### src/rtl/regfile_sb.sv
// Parametrised register file with same-cycle write bypass and a per-register
// busy scoreboard that tracks multi-cycle producers between issue and writeback.
module regfile_sb #(
  parameter int WIDTH    = 32,
  parameter int DEPTH    = 32,
  parameter int ADDR_W   = $clog2(DEPTH),
  parameter int ZERO_REG = 1,
  parameter int BYPASS   = 1
) (
  input  logic              clk,
  input  logic              rst,
  input  logic [ADDR_W-1:0] read_reg1,
  input  logic [ADDR_W-1:0] read_reg2,
  output logic [WIDTH-1:0]  read_data1,
  output logic [WIDTH-1:0]  read_data2,
  output logic              busy1,
  output logic              busy2,
  input  logic [ADDR_W-1:0] write_reg,
  input  logic              reg_write_flag,
  input  logic [WIDTH-1:0]  data,
  input  logic [ADDR_W-1:0] issue_reg,
  input  logic              issue_flag,
  output logic [ADDR_W:0]   pending_cnt
);

  logic [WIDTH-1:0] regs [DEPTH];
  logic [DEPTH-1:0] busy;
  logic [DEPTH-1:0] busy_next;
  logic [ADDR_W:0]  cnt_next;
  logic             wr_ok;
  logic             iss_ok;
  logic             hit1;
  logic             hit2;

  // An address is usable if it exists and is not the hardwired zero register.
  function automatic logic addr_ok(input logic [ADDR_W-1:0] a);
    return (int'(a) < DEPTH) && !((ZERO_REG != 0) && (a == '0));
  endfunction

  assign wr_ok  = reg_write_flag && addr_ok(write_reg);
  assign iss_ok = issue_flag && addr_ok(issue_reg);
  assign hit1   = (BYPASS != 0) && wr_ok && (write_reg == read_reg1);
  assign hit2   = (BYPASS != 0) && wr_ok && (write_reg == read_reg2);

  // Issue is applied after writeback so a new producer supersedes a completing one.
  always_comb begin
    busy_next = busy;
    if (wr_ok)
      busy_next[write_reg] = 1'b0;
    if (iss_ok)
      busy_next[issue_reg] = 1'b1;
  end

  always_comb begin
    cnt_next = '0;
    for (int i = 0; i < DEPTH; i++)
      cnt_next = cnt_next + {{ADDR_W{1'b0}}, busy_next[i]};
  end

  always_ff @(posedge clk) begin
    if (rst) begin
      for (int i = 0; i < DEPTH; i++)
        regs[i] <= '0;
      busy        <= '0;
      pending_cnt <= '0;
    end else begin
      if (wr_ok)
        regs[write_reg] <= data;
      busy        <= busy_next;
      pending_cnt <= cnt_next;
    end
  end

  // Forwarded write data also means the producer is done, so busy is masked.
  always_comb begin
    read_data1 = '0;
    busy1      = 1'b0;
    read_data2 = '0;
    busy2      = 1'b0;
    if (addr_ok(read_reg1)) begin
      read_data1 = hit1 ? data : regs[read_reg1];
      busy1      = busy[read_reg1] && !hit1;
    end
    if (addr_ok(read_reg2)) begin
      read_data2 = hit2 ? data : regs[read_reg2];
      busy2      = busy[read_reg2] && !hit2;
    end
  end

endmodule
### config.mk
export PLATFORM = sky130hd
export DESIGN_NAME = regfile_sb
export DESIGN_NICKNAME = d
export VERILOG_FILES = /design/src/rtl/regfile_sb.sv
export SDC_FILE = /design/constraint.sdc
export NUM_CORES = 2
export LEC_CHECK = 0
export CAP_MARGIN = 20
export CORE_ASPECT_RATIO = 0.7
export CORE_UTILIZATION = 57
export DETAILED_ROUTE_END_ITERATION = 10
export MAX_ROUTING_LAYER = met4
export PLACE_DENSITY = 0.77
export SYNTH_ARGS = -nofsm -noshare
export SYNTH_HDL_FRONTEND = slang
export SYNTH_SLANG_ARGS = --single-unit
### constraint.sdc
create_clock -name clk -period 6.7 [get_ports clk]
set_clock_uncertainty 0.2 [all_clocks]
set_input_delay 1.34 -clock clk [delete_from_list [all_inputs] [get_ports clk]]
set_output_delay 1.34 -clock clk [all_outputs]
set_load 0.02 [all_outputs]
==> run_results.csv <==
group,metric,value,unit
min_path,holdPathStages,2,
yosys,syn-cell-area,57600,sq um
clock_tree,postCtsResizedCells,0,
floorplan,ios,128,
drt,firstDrtPassIters,6,
yosys,avgSynthCellArea,15.0,sq um
grt,busiest_layer,"met2",
worst_setup_path,r2r_slack,1.51,ns
placement,place_hpwl,109000,um
run,drv_cap,0,
clock_tree,cts-root-buf,"clkbuf_16",
power_and_ir_drop,switching_share,25.3,%
power_and_ir_drop,p_sw,4.06,mW
clock_tree,clkSlewWorstSetupHoldPaths,0.06,ns
yosys,synth_seq_cells,1062,
worst_setup_path,rr_worst_depth,16,
worst_setup_path,cp_data_arrival_time,4.92,ns
sta,hold_violations,0,
clock_tree,clk_latency,0.71,ns
clock_tree,post_cts_buffers,0,
yosys,synth_most_common_cell,"edfxtp_1",
power_and_ir_drop,total_power,16.0,mW
sta,finalCritPeriodShare,96.4,%
floorplan,core.rowCount,97,
layout,drive_above_1_share,25.9,%
yosys,synth_top_area_share,53.4,%
layout,finalNetCount,4041,
drt,routed_via_density,7.07,
placement,placed_area,61300,sq um
layout,syn_to_final_growth,12.6,%
yosys,yosysWarnings,0,
grt,overflow,0,
clock_tree,clock_sinks,1062,
worst_setup_path,r2r_start,"busy[23]",
layout,fin_cells,5383,
clock_tree,holdBufCountCts,0,
worst_setup_path,r2r-end,"pending_cnt[4]",
worst_setup_path,cp.required,5.16,ns
worst_setup_path,critPathLaunchType,"input port",
yosys,yosys-top-cells-area,"edfxtp_1 (53%), mux4_2 (21%), and2_1 (11%)",
yosys,yosys.area.top_type,"edfxtp_1",
clock_tree,htree_levels,3,
drt,routed_wl,184000,um
drt,ant_nets,0,
yosys,synth.distinct_cells,52,
clock_tree,clockBufferDepth,3,
sta,maxSlewHeadroom,19.8,%
layout,ff_latch_area,31500,sq um
status,status,"completed",
power_and_ir_drop,power.density,247,nW/um^2
drt,vias,38000,
power_and_ir_drop,p_clk_share,37.3,%
power_and_ir_drop,sequentialPowerShare,48.9,%
power_and_ir_drop,p_int,12.0,mW
clock_tree,cts_made_buffers,102,
clock_tree,cts_tree,"done",
min_path,hp-start,"busy[9]",
sta,finalMaxSlewViolations,0,
grt,grtUsageMet1,51.0,%
sta,worst_slew_pin_slew,1.20,ns
sta,setup_viol,0,
worst_setup_path,worst_setup_path_end_kind,"output pin",
placement,place_congestion,0.985,
floorplan,design.core.area,100000,sq um
grt,grt_pass1_wl,262000,um
placement,portBuffers,127,
placement,dp.cells,5180,
grt,grt_max_degree,94,
drt,wl_per_cell,34.1,um
yosys,synth_edf_count,1024,
min_path,min_path_type,"flop to flop",
power_and_ir_drop,ir_worst_vdd,232,uV
floorplan,die_w,382,um
grt,globalRouteMet3Util,11.4,%
grt,grtUsageTotal,37.1,%
power_and_ir_drop,leakagePower,22.5,nW
yosys,synth_commonest_cells,"edfxtp_1 (1024), and2_1 (993), mux4_2 (528)",
sta,rsz0062_at_grt,"false",
min_path,hold_path_end,"busy[9]",
floorplan,start_util,57.5,%
sta,post-route-min-period,6.46,ns
grt,first_global_vias,37400,
floorplan,chipHeight,268,um
yosys,synth_seq_area_share,54.7,%
drt,drt_iter0_markers,6334,
layout,multi_input_area,24700,sq um
yosys,netlist_instances,3850,
layout,finalInstanceArea,64900,sq um
worst_setup_path,crit_type,"input port to output pin",
yosys,synthFlopType,"edfxtp_1",
layout,fillers,6954,
grt,met2_usage,52.7,%
floorplan,die_area,102000,sq um
sta,max_freq,0.155,GHz
power_and_ir_drop,comb_power_share,13.9,%
grt,antenna_found_initial,13,
worst_setup_path,cp_max_fo,13,
sta,finalSetupTns,0,ns
yosys,async_flop_share,0,%
drt,drc,0,
-- cells by family after synthesis --
group / share of synthesized area [%]
AND/OR/NAND/NOR: 13.3
buffers and inverters: 3.40
adder cells (fa/ha/maj): 0.986
flip-flops: 54.7
other: 0.00651
multiplexers: 22.0
AO/OA/AOI/OAI: 5.38
XOR/XNOR: 0.182
-- metal layers --
metal / routed length (um) / share of wire, %
met5: 0 / 0
met4: 7360 / 4.0
met3: 28800 / 16
met2: 80500 / 44
met1: 66900 / 36
-- how the worst max path moves through the flow --
stage | slack [ns] | startpoint | endpoint | depth (start not counted)
2_1_floorplan | 0.1 | write_reg[3] | pending_cnt[4] | 20
3_3_place_gp | -0.62 | write_reg[3] | pending_cnt[4] | 20
3_5_place_dp | -0.64 | write_reg[4] | pending_cnt[4] | 20
4_1_cts | 0.07 | write_reg[4] | pending_cnt[4] | 20
5_1_grt | 0.03 | issue_reg[4] | pending_cnt[4] | 19
6_report | 0.24 | write_reg[1] | read_data1[10] | 9
-- power groups by stage --
| stage | logic, mW | registers, mW | clock network, mW |
|---|---|---|---|
| 3_5_place_dp | 2.15 | 7.96 | 0 |
| 3_3_place_gp | 2.13 | 7.93 | 0 |
| 6_report | 2.22 | 7.84 | 5.98 |
| 2_1_floorplan | 1.34 | 7.89 | 0 |
| 4_1_cts | 2.17 | 7.83 | 5.96 |
| 5_1_grt | 2.30 | 7.87 | 6.21 |
-- cell type report --
type	instances	share of cell area, %
sequential	1062	48.6
multi-input combinational	2377	38.0
timing repair buffer	379	5.43
clock buffer	129	4.28
tap	1336	2.58
clock inverter	60	0.914
inverter	32	0.185
antenna	8	0.0309
-- registers in the layout (all words and copies together), names as in the netlist --
| register | flops |
|---|---|
| regs | 1024 |
| busy | 32 |
| pending_cnt | 6 |
-- critical path: stages --
cell	delay, ns
clkdlybuf4s50_1	0.55
buf_4	0.18
or2_2	0.18
o21ai_4	0.15
o31ai_4	1.01
buf_4	0.44
a21oi_1	0.10
a211o_1	0.24
clkdlybuf4s50_1	0.71
-- cells in the final DEF, fill, tap and decap left out, types with 26 or more instances in the layout --
cell             count
a211o_1             56
a211oi_1           113
a21oi_1             60
a22oi_1            132
and2_1             992
buf_4              227
clkbuf_16          106
clkdlybuf4s50_1    113
conb_1              32
dfxtp_1             38
edfxtp_1          1024
inv_1               32
mux2i_1             71
mux4_2             528
nand2_1             54
nand2b_2            26
nor2_1              33
nor2b_1             77
-- stage by stage --
stage                     hold WS [ns]  utilization [%]  worst slack [ns]
final                            0.379             64.8             0.240
after global routing             0.415             64.8            0.0342
after CTS                        0.389             64.6            0.0663
after detailed placement         0.375             61.2            -0.643
after global placement           0.355             61.2            -0.623
after floorplan                  0.256                -            0.0952
No activity file was read; power rests on OpenSTA's default activity.
